==> config.mk <==
export PLATFORM = sky130hd
export DESIGN_NAME = multiplay_mouse_sched
export DESIGN_NICKNAME = d
export VERILOG_FILES = /design/src/rtl/multiplay_mouse_sched.sv
export SDC_FILE = /design/constraint.sdc
export NUM_CORES = 1
export LEC_CHECK = 0
export CORE_MARGIN = 8
export CORE_UTILIZATION = 50
export CTS_CLUSTER_DIAMETER = 30
export DETAILED_ROUTE_END_ITERATION = 12
export PLACE_DENSITY = 0.74
export SLEW_MARGIN = 40
export SYNTH_ARGS = -nofsm -noshare
export SYNTH_HDL_FRONTEND = slang
export SYNTH_SLANG_ARGS = --single-unit
==> constraint.sdc <==
create_clock -name clk_sys -period 4.1 [get_ports clk_sys]
set_input_delay 0.82 -clock clk_sys [delete_from_list [all_inputs] [get_ports clk_sys]]
set_output_delay 0.82 -clock clk_sys [all_outputs]
set_load 0.01 [all_outputs]
==> src/rtl/multiplay_mouse_sched.sv <==
// Multiplay mouse motion scheduler: saturating per-axis accumulators drained in clamped chunks by CPU reads.
// Optional build macro MULTIPLAY_STICKY_BTN_EN latches button presses between addr-0 polls.
module multiplay_mouse_sched #(
   parameter int ACC_W = 12
) (
   input  logic        clk_sys,
   input  logic        reset,
   input  logic [24:0] ps2_mouse,
   input  logic        sel,
   input  logic [2:0]  addr,
   output logic [7:0]  dout
);

   localparam int SUM_W = ACC_W + 2;
   localparam logic signed [SUM_W-1:0] ACC_MAX = SUM_W'((1 << (ACC_W-1)) - 1);
   localparam logic signed [SUM_W-1:0] ACC_MIN = ~ACC_MAX;
   localparam logic signed [ACC_W-1:0] CH_MAX  = ACC_W'(7);
   localparam logic signed [ACC_W-1:0] CH_MIN  = ACC_W'(-8);

   function automatic logic signed [ACC_W-1:0] sat_acc(input logic signed [SUM_W-1:0] v);
      if (v > ACC_MAX)      return ACC_W'(ACC_MAX);
      else if (v < ACC_MIN) return ACC_W'(ACC_MIN);
      else                  return ACC_W'(v);
   endfunction

   function automatic logic signed [7:0] clamp_chunk(input logic signed [ACC_W-1:0] a);
      if (a > CH_MAX)      return 8'sd7;
      else if (a < CH_MIN) return -8'sd8;
      else                 return 8'(a);
   endfunction

   logic                    old_status, old_sel, armed;
   logic                    packet, strobe, rd_x, rd_y;
   logic signed [ACC_W-1:0] acc_x, acc_y;
   logic signed [7:0]       chunk_x, chunk_y;
   logic signed [SUM_W-1:0] dx_ext, dy_ext, sum_x, sum_y;
   logic [2:0]              btn_live, btn_rd;
   logic [7:0]              dout_nxt;
   logic                    unused_ps2;

   assign unused_ps2 = &{1'b0, ps2_mouse[7:6], ps2_mouse[3]};

   assign packet   = ps2_mouse[24] ^ old_status;
   // armed stays low after a reset taken with sel high, so that held select cannot strobe
   assign strobe   = sel & ~old_sel & armed;
   assign rd_x     = strobe && (addr == 3'd2);
   assign rd_y     = strobe && (addr == 3'd3);
   assign btn_live = ps2_mouse[2:0];

   assign dx_ext  = SUM_W'($signed({ps2_mouse[4], ps2_mouse[15:8]}));
   assign dy_ext  = -SUM_W'($signed({ps2_mouse[5], ps2_mouse[23:16]}));
   assign chunk_x = clamp_chunk(acc_x);
   assign chunk_y = clamp_chunk(acc_y);

   // chunk comes from the pre-update value, so a same-cycle packet and read both land exactly once
   always_comb begin
      sum_x = SUM_W'(acc_x);
      sum_y = SUM_W'(acc_y);
      if (rd_x)   sum_x = sum_x - SUM_W'(chunk_x);
      if (rd_y)   sum_y = sum_y - SUM_W'(chunk_y);
      if (packet) sum_x = sum_x + dx_ext;
      if (packet) sum_y = sum_y + dy_ext;
   end

`ifdef MULTIPLAY_STICKY_BTN_EN
   logic [2:0] btn_latch;

   assign btn_rd = btn_latch | btn_live;

   always_ff @(posedge clk_sys) begin
      if (reset)
         btn_latch <= 3'b000;
      else if (strobe && (addr == 3'd0))
         btn_latch <= btn_live;
      else if (packet)
         btn_latch <= btn_latch | btn_live;
   end
`else
   assign btn_rd = btn_live;
`endif

   always_comb begin
      dout_nxt = dout;
      if (!sel)
         dout_nxt = 8'hFF;
      else if (strobe) begin
         case (addr)
            3'd0:    dout_nxt = {1'b0, btn_rd, 4'b0000};
            3'd2:    dout_nxt = chunk_x;
            3'd3:    dout_nxt = chunk_y;
            default: dout_nxt = 8'hFF;
         endcase
      end
   end

   always_ff @(posedge clk_sys) begin
      old_status <= ps2_mouse[24];
      if (reset) begin
         old_sel <= 1'b0;
         armed   <= ~sel;
         acc_x   <= '0;
         acc_y   <= '0;
         dout    <= 8'hFF;
      end else begin
         old_sel <= sel;
         armed   <= armed | ~sel;
         acc_x   <= sat_acc(sum_x);
         acc_y   <= sat_acc(sum_y);
         dout    <= dout_nxt;
      end
   end

endmodule

==> results of run 1 <==
-- flip-flops by register name, summed over array words and instances, names as in the netlist --
name / cells
acc_x: 12
acc_y: 12
armed: 1
dout: 8
old_sel: 1
old_status: 1
-- where the power goes --
part / internal (W) / switching, W
Sequential: 0.000466 / 0.000133
Combinational: 0.00221 / 0.00223
Clock: 0.000181 / 0.000131
-- kinds of logic after synthesis --
| logic type | count (synthesis) | share of synthesized area [%] |
|---|---|---|
| AND/OR/NAND/NOR | 172 | 19.5 |
| multiplexers | 7 | 1.73 |
| adder cells (fa/ha/maj) | 54 | 16.8 |
| flip-flops | 35 | 16.7 |
| buffers and inverters | 60 | 5.95 |
| AO/OA/AOI/OAI | 203 | 32.1 |
| XOR/XNOR | 35 | 7.29 |
-- final cells by class --
cell class                 count  area, um^2
fill                         488        1580
multi-input combinational    472        4000
sequential                    35         722
tap                          105         131
clock inverter                 3        43.8
inverter                      38         145
clock buffer                   5        68.8
timing repair buffer         182        1490
-- per-stage QoR --
| stage | hold slack (ns) | std cells |
|---|---|---|
| global route | 0.530 | 840 |
| CTS | 0.510 | 833 |
| finish | 0.506 | 840 |
| detailed placement | 0.490 | 800 |
| global placement | 0.475 | 800 |
| floorplan | 0.458 | 566 |
-- cell usage after synthesis (13+ instances only) --
| library cell | instances |
|---|---|
| ha_1 | 50 |
| a21o_1 | 13 |
| clkbuf_1 | 15 |
| o31ai_1 | 14 |
| inv_1 | 38 |
| a21oi_1 | 49 |
| nand2_1 | 48 |
| nand2b_1 | 14 |
| xor2_1 | 21 |
| xnor2_1 | 14 |
| dfxtp_1 | 35 |
| nor2_1 | 50 |
| o21ai_0 | 52 |
-- tightest hold or removal path, delay by kind of cell, from the launching register on --
kind / cells / cell delay, ns
AO/OA/AOI/OAI: 1 / 0.09
AND/OR/NAND/NOR: 1 / 0.06
flip-flops: 1 / 0.33
-- metal layers --
layer / track usage [%] / share of wire [%] / wire [um] / vias to the layer above
met2: 40.2 / 50 / 7370 / 181
met1: 29.1 / 43 / 6380 / 2437
li1: - / - / - / 2394
met5: 0 / 0 / 0 / -
met3: 3.17 / 4.9 / 731 / 44
met4: 9.61 / 2.7 / 401 / 0
-- repair_timing --
action	4_1_cts	5_1_grt
gates resized for setup	99	68
setup buffers	26	9
endpoints found under the hold margin	0	0
pin swaps	79	45
endpoints found under the setup margin	24	24
gates cloned	3	0
hold buffers	0	0
-- path summary, 6_finish.rpt --
path,slack (ns),from,end,cells past startpoint
setup / recovery,-0.52,acc_y[7],acc_y[6],23
hold / removal,0.51,dout[0],dout[0],2
setup reg to reg,-0.52,acc_y[7],acc_y[6],23
hold reg to reg,0.51,dout[0],dout[0],2
==> flow_summary.json, run 1 <==
{
  "viasPerCell": 6.02,
  "worst_pin_slew_ns": 1.02,
  "rows": 33,
  "setup_violations": 23,
  "path_class": "flip-flop to flip-flop",
  "area.growth.synth_to_final_pct": 56.8,
  "cts.sinks": 35,
  "synth_area_leader_cell": "dfxtp_1",
  "antenna_found_initial": 0,
  "power_w": 0.00535,
  "final_cell_mix": "buf_4 (137), nand2_1 (45), nor2_1 (45), inv_1 (37), clkdlybuf4s50_1 (35)",
  "violations": "negative setup slack",
  "critPathMostFrequentCell": "buf_4",
  "min_period_ns": 4.62,
  "fin_ws_ns": -0.519,
  "synth_edf_count": 0,
  "drt_iter0_markers": 297,
  "power.leakage_nw": 2.88,
  "max-cap-violations": 0,
  "crit_path_start_kind": "flip-flop",
  "root_buffer": "clkbuf_8",
  "hold_class": "flip-flop to flip-flop",
  "cp_data_required_time_ns": 4.26,
  "nets": 819,
  "crit_path_top_delay_cell": "a2111o_1",
  "finalCritPeriodShare_pct": 113,
  "clock.fmax_mhz": 217,
  "yosysWarnings": 0,
  "die_y_um": 108,
  "ys_top_cells_by_area": "dfxtp_1 (17%), ha_1 (15%), o21ai_0 (6.2%)",
  "drive_gt1_share_pct": 38.2,
  "postLayoutCoreUtil_pct": 80.7,
  "coreArea_mm2": 0.00818,
  "syn_nets": 651,
  "syn-mean-instance-area_um2": 7.43,
  "detail_route.wl_per_cell_um": 17.7,
  "grt_first_pass_wirelength_um": 22700,
  "critPathBufInv": 6,
  "num_io_pins": 39,
  "start_util_pct": 51.4,
  "syn_inst": 566,
  "cellPowerDensity_mw_per_mm2": 812,
  "synthArstFlopShare_pct": 0,
  "crit_chain": "nor4_4 -> a21oi_2 -> o21ai_2 -> buf_4 -> inv_4 -> fa_2 -> nand2b_4 -> a21oi_4 -> buf_4 -> buf_6 -> nor2_2 -> xor2_1 -> o21ai_1 -> buf_4 -> ha_4 -> a2111o_1 -> o21ai_2 -> a21oi_1 -> nor3b_2 -> nor3_2 -> o31ai_2 -> buf_2 -> o21ai_1",
  "cpLargestDelayFamily": "compound AO/OA/AOI/OAI gates",
  "synth_top_area_share_pct": 16.7,
  "cts-buffers-inserted": 5,
  "grt_pass1_vias": 4939,
  "grtUsageTotal_pct": 23.6,
  "diodes": 0,
  "drc_errors": 0,
  "ys.flop_type": "dfxtp_1",
  "crit_fanout": 5,
  "grt_overflow_total": 0,
  "cts_tree": "done",
  "hpwl_um": 9640,
  "slew_viol_final": 0,
  "dpl_worst_slack_ns": -0.485,
  "setup_tns_ns": -10.47,
  "dpl_cell_area_mm2": 0.00550,
  "path_clk_slew_ns": 0.08,
  "vdd_drop_max_mv": 0.520,
  "clock_path_buffers": 2,
  "finalInstanceArea_mm2": 0.00659,
  "status": "finished, violations left",
  "final_hold_viol_count": 0,
  "syn_area_mm2": 0.00421,
  "drt_wl_total_um": 14900,
  "clock_skew_ns": 0.0105,
  "synth_seq_cells": 35,
  "critPathMaxStageDelay_ns": 0.40,
  "synth_cell_types": 65,
  "grt_max_degree": 38,
  "synth_seq_area_share_pct": 16.7,
  "endpoint_kind": "flip-flop",
  "gp_congestion": 0.918,
  "rsz0062_at_grt": "yes",
  "final_common_cell": "buf_4",
  "dr_total_vias": 5056,
  "antenna_left": 0,
  "firstDrtPassIters": 5,
  "worstPathArrival_ns": 4.78,
  "dieArea_mm2": 0.0116,
  "relSlewSlack_pct": 31.9,
  "worstSkewPairLatency_ns": 0.29,
  "htree_levels": 2,
  "die-width_um": 108,
  "portBuffers": 35
}
Power figures use the tool's default switching activity.
==> run 2: changes to the inputs <==
--- a/config.mk
+++ b/config.mk
@@ -9,6 +9,7 @@
 export CORE_UTILIZATION = 50
 export CTS_CLUSTER_DIAMETER = 30
 export DETAILED_ROUTE_END_ITERATION = 12
+export GPL_ROUTABILITY_DRIVEN = 0
 export PLACE_DENSITY = 0.74
 export SLEW_MARGIN = 40
 export SYNTH_ARGS = -nofsm -noshare
==> run 2 against run 1 <==
Against the previous run: the run still ends with negative setup slack left; clock skew is 0.0037 ns lower; clock-buffer cell count up 2; worst hold slack got worse by 0.0058 ns; via count increased by 0.22%; combinational power fell by 4%; critical path type unchanged; critical endpoint is now acc_y[3]; highest routed layer unchanged.
==> flow_summary.json, run 2 (synthesized netlist as in run 1, its figures left out) <==
{
  "dieArea_mm2": 0.0116,
  "crit_path_top_delay_cell": "a2111oi_4",
  "cp_data_required_time_ns": 4.31,
  "htree_levels": 2,
  "antenna_left": 0,
  "drive_gt1_share_pct": 35.8,
  "cellPowerDensity_mw_per_mm2": 798,
  "r2r_slack_ns": -0.62,
  "reg2regPathDepth": 25,
  "cts.sinks": 35,
  "relSlewSlack_pct": 51.4,
  "drt_wl_total_um": 15000,
  "nets": 819,
  "final_hold_viol_count": 0,
  "root_buffer": "clkbuf_8",
  "worst_pin_slew_ns": 0.726,
  "clock.fmax_mhz": 212,
  "hold_class": "flip-flop to flip-flop",
  "cts_hold_buf": 0,
  "violations": "negative setup slack",
  "grtUsageTotal_pct": 22.0,
  "dr_total_vias": 5067,
  "drt_iter0_markers": 371,
  "cts_tree": "done",
  "crit_path_start_kind": "flip-flop",
  "regToRegStartpoint": "acc_y[9]",
  "path_class": "flip-flop to flip-flop",
  "num_io_pins": 39,
  "setup_violations": 23,
  "critPathMaxStageDelay_ns": 0.42,
  "worstSkewPairLatency_ns": 0.29,
  "clock_path_buffers": 2,
  "coreArea_mm2": 0.00818,
  "r2r-end": "acc_y[3]",
  "worstPathArrival_ns": 4.92,
  "portBuffers": 35,
  "rows": 33,
  "clock_skew_ns": 0.00678,
  "area.growth.synth_to_final_pct": 52.4,
  "hpwl_um": 9590,
  "power.leakage_nw": 2.86,
  "stdcell_count": 840,
  "min_period_ns": 4.72,
  "largest_registers": "acc_x: 12 flops, acc_y: 12 flops, dout: 8 flops",
  "rsz0062_at_grt": "yes",
  "grt_max_degree": 38,
  "final_common_cell": "buf_4",
  "grt_pass1_vias": 4724,
  "grt_first_pass_wirelength_um": 21400,
  "diodes": 0,
  "power_w": 0.00511,
  "viasPerCell": 6.03,
  "hp-start": "armed",
  "max-cap-violations": 0,
  "die-width_um": 108,
  "min_to": "armed",
  "cts-buffers-inserted": 5,
  "status": "finished, violations left",
  "final_cell_mix": "buf_4 (136), nor2_1 (48), nand2_1 (47), inv_1 (38), ha_1 (38)",
  "start_util_pct": 51.4,
  "die_y_um": 108,
  "slew_viol_final": 0,
  "detail_route.wl_per_cell_um": 17.9,
  "place_inst": 800,
  "endpoint_kind": "flip-flop",
  "critPathMostFrequentCell": "buf_4",
  "finalCritPeriodShare_pct": 115,
  "grt_overflow_total": 0,
  "vdd_drop_max_mv": 0.454,
  "path_clk_slew_ns": 0.07,
  "drc_errors": 0,
  "whs_path_depth": 2,
  "firstDrtPassIters": 5,
  "fin_ws_ns": -0.617,
  "crit_fanout": 3,
  "setup_tns_ns": -10.40,
  "antenna_found_initial": 0
}
## run 2: cell count changes in the layout (fill, tap and decap cells not counted), sizes merged
| cell | change |
|---|---|
| clkbuf | +2 |
| bufinv | -1 |
| clkinv | -1 |
## run 2: per-layer routing
layer	part of all wire (%)	GRT usage (%)	routed length, um
met3	6.1	2.22	923
met1	42	28.0	6350
met5	0	0	0
met2	49	38.5	7350
met4	2.7	5.85	412
## run 2: metrics by stage
step,util [%],cell area (um^2),worst slack [ns],hold slack [ns]
after global placement,67.3,5500,-0.442,0.476
final,78.4,6410,-0.617,0.500
after global routing,78.4,6410,-0.809,0.528
after detailed placement,67.3,5500,-0.540,0.489
after floorplan,-,4250,0.0166,0.458
after CTS,74.1,6060,-0.323,0.507
## run 2: final cells by class
type	count	area, um^2
clock buffers	7	86.3
clock inverters	1	8.76
fillers	513	1770
inverters	38	143
multi-input cells	472	3820
flip-flops and latches	35	726
well taps	105	131
repair buffers	182	1490
## run 2: worst max path at each step
stage	start	end	slack, ns	cells after the start
6_report	acc_y[9]	acc_y[3]	-0.62	25
5_1_grt	acc_y[10]	acc_y[3]	-0.81	24
4_1_cts	acc_y[3]	acc_y[6]	-0.32	22
3_5_place_dp	acc_y[10]	acc_y[8]	-0.54	20
3_3_place_gp	acc_y[10]	acc_y[10]	-0.44	20
2_1_floorplan	acc_y[10]	acc_y[10]	0.02	19
## run 2: report_power, final
part	total [W]	leakage, nW	switching, W	internal (W)
logic	0.00425	2.51	0.00214	0.00211
registers	0.000591	0.295	0.000123	0.000468
clock network	0.000270	0.0484	0.000132	0.000138
total	0.00511	2.86	0.00240	0.00271
## run 2: repair_timing
item	CTS	global route
pin swaps	56	32
setup endpoints to repair	24	24
gates resized for setup	83	54
buffers inserted	13	17
gates cloned	3	1
## run 2: critical path: cells and delay by family, from the launching register on
kind	cells	cell delay (ns)
AO/OA/AOI/OAI	12	2.51
AND/OR/NAND/NOR	5	0.51
adder cells (fa/ha/maj)	2	0.36
buffers and inverters	6	0.89
flip-flops	1	0.34
==> run 3: changes to the inputs <==
--- a/config.mk
+++ b/config.mk
@@ -11,6 +11,7 @@
 export DETAILED_ROUTE_END_ITERATION = 12
 export GPL_ROUTABILITY_DRIVEN = 0
 export PLACE_DENSITY = 0.74
+export SETUP_SLACK_MARGIN = 0.1
 export SLEW_MARGIN = 40
 export SYNTH_ARGS = -nofsm -noshare
 export SYNTH_HDL_FRONTEND = slang
==> run 3 against run 2 <==
Against the previous run: the run still ends with negative setup slack left; combinational power shrank 9.6%; wire length down 12%; sequential cell count did not move; final cell count fell by 2.0%; fmax is 5.9% higher; register-to-register slack improved by 0.26 ns; utilization down 4.0 points; sequential power is 1% higher.
==> flow_summary.json, run 3 (synthesized netlist as in run 1, its figures left out) <==
{
  "regToRegStartpoint": "acc_y[10]",
  "crit_start": "acc_y[10]",
  "clock.fmax_mhz": 224,
  "dpl_worst_slack_ns": -0.429,
  "final_common_cell": "buf_4",
  "clock_path_buffers": 2,
  "drt_wl_total_um": 13200,
  "cts.sinks": 35,
  "relSlewSlack_pct": 57.4,
  "grt_max_degree": 40,
  "dieArea_mm2": 0.0116,
  "drt_iter0_markers": 349,
  "stdcell_count": 823,
  "grt_first_pass_wirelength_um": 20900,
  "worst_pin_slew_ns": 0.637,
  "whs_path_depth": 2,
  "r2r-end": "acc_y[3]",
  "crit_path_top_delay_cell": "a2111o_1",
  "hp-start": "armed",
  "grtUsageTotal_pct": 21.5,
  "slew_viol_final": 0,
  "min_to": "armed",
  "crit_path_start_kind": "flip-flop",
  "critPathMaxStageDelay_ns": 0.39,
  "worstPathArrival_ns": 4.68,
  "coreArea_mm2": 0.00818,
  "firstDrtPassIters": 5,
  "cellPowerDensity_mw_per_mm2": 784,
  "path_clk_slew_ns": 0.08,
  "setup_tns_ns": -6.56,
  "portBuffers": 35,
  "largest_registers": "acc_x: 12 flops, acc_y: 12 flops, dout: 8 flops",
  "final_hold_viol_count": 0,
  "root_buffer": "clkbuf_8",
  "nets": 802,
  "power_w": 0.00477,
  "fillers": 560,
  "min_period_ns": 4.46,
  "setup_violations": 22,
  "switching_share_pct": 46.0,
  "worstSkewPairLatency_ns": 0.30,
  "vdd_drop_max_mv": 0.448,
  "finalCritPeriodShare_pct": 109,
  "fin_ws_ns": -0.355,
  "grt_overflow_total": 0,
  "p_int_w": 0.00257,
  "cts-buffers-inserted": 5,
  "antenna_left": 0,
  "p_sw_w": 0.00219,
  "clock_power_share_pct": 6.8,
  "endpoint_kind": "flip-flop",
  "detail_route.wl_per_cell_um": 16.0,
  "drive_gt1_share_pct": 31.8,
  "drc_errors": 0,
  "final_cell_mix": "buf_4 (127), nor2_1 (50), nand2_1 (47), ha_1 (41), a21oi_1 (38)",
  "place_inst": 794,
  "cts_tree": "done",
  "reg2regPathDepth": 21,
  "power.leakage_nw": 2.74,
  "p_comb_share_pct": 80.6,
  "max-cap-violations": 0,
  "r2r_slack_ns": -0.36,
  "path_class": "flip-flop to flip-flop",
  "rows": 33,
  "antenna_found_initial": 0,
  "violations": "negative setup slack",
  "crit_chain": "nor4_4 -> a21oi_2 -> o21a_1 -> ha_2 -> fa_2 -> nand2b_4 -> a21oi_4 -> nor2_1 -> xor2_1 -> o21ai_1 -> ha_1 -> a2111o_1 -> o21ai_2 -> buf_4 -> nand3_2 -> nor3b_4 -> buf_6 -> a2111oi_4 -> buf_4 -> nor2_1 -> a21oi_1",
  "start_util_pct": 51.4,
  "area.growth.synth_to_final_pct": 44.6,
  "die_y_um": 108,
  "die-width_um": 108,
  "hold_class": "flip-flop to flip-flop",
  "clock_skew_ns": 0.00499,
  "hold_slack_ns": 0.498,
  "diodes": 0,
  "viasPerCell": 5.76,
  "pwr-share-seq_pct": 12.6,
  "grt_pass1_vias": 4677,
  "hpwl_um": 9420,
  "dr_total_vias": 4741,
  "htree_levels": 2,
  "rsz0062_at_grt": "yes",
  "cp_data_required_time_ns": 4.32,
  "crit_fanout": 3,
  "status": "finished, violations left",
  "num_io_pins": 39
}
## run 3: cell count changes in the layout (fill, tap and decap cells not counted), sizes merged
| cell | delta |
|---|---|
| bufinv | +1 |
| clkinv | +1 |
| buf | -17 |
| clkbuf | -2 |
## run 3: repair_timing
item | 4_1_cts | 5_1_grt
endpoints found under the setup margin | 24 | 24
hold buffers | 0 | 0
setup buffers | 11 | 7
pin swaps | 25 | 8
gates cloned | 3 | 0
gates resized for setup | 59 | 32
## run 3: per-layer routing
metal,global-route usage [%],wire (um)
met5,0,0
met4,7.63,357
met3,3.41,662
met2,36.6,6340
met1,26.6,5840
## run 3: layout make-up
class,count,area [um^2],share of cell area [%]
Clock inverter,3,43.8,0.720
Multi-Input combinational cell,472,3630,59.8
Sequential cell,35,729,12.0
Timing Repair Buffer,165,1330,21.9
Inverter,38,143,2.35
Clock buffer,5,68.8,1.13
Tap cell,105,131,2.16
## run 3: how the worst max path moves through the flow
stage / endpoint / slack (ns) / depth (start not counted)
5_1_grt: acc_y[3] / -0.63 / 20
3_5_place_dp: acc_y[9] / -0.43 / 18
3_3_place_gp: acc_y[0] / -0.28 / 14
6_report: acc_y[3] / -0.36 / 21
4_1_cts: acc_y[2] / -0.23 / 21
2_1_floorplan: acc_x[3] / 0.08 / 20
## run 3: through the flow
| stage | util, % | cell area, um^2 |
|---|---|---|
| 3_5_place_dp | 67.3 | 5500 |
| 3_3_place_gp | 67.3 | 5500 |
| 5_1_grt | 74.4 | 6080 |
| 2_1_floorplan | - | 4300 |
| 6_report | 74.4 | 6080 |
| 4_1_cts | 72.2 | 5900 |
## run 3: power groups by stage
stage               clock network, W  logic (W)  registers, W
global placement                   0    0.00314      0.000540
global route                0.000338    0.00418      0.000609
detailed placement                 0    0.00327      0.000545
CTS                         0.000322    0.00355      0.000572
finish                      0.000324    0.00384      0.000599
floorplan                          0    0.00216      0.000538
## run 3: worst max-delay path: cells and delay by family (launching register included)
kind / cells / cell delay (ns)
XOR/XNOR: 1 / 0.14
AO/OA/AOI/OAI: 8 / 1.76
AND/OR/NAND/NOR: 6 / 0.82
flip-flops: 1 / 0.37
adder cells (fa/ha/maj): 3 / 0.82
buffers and inverters: 3 / 0.47
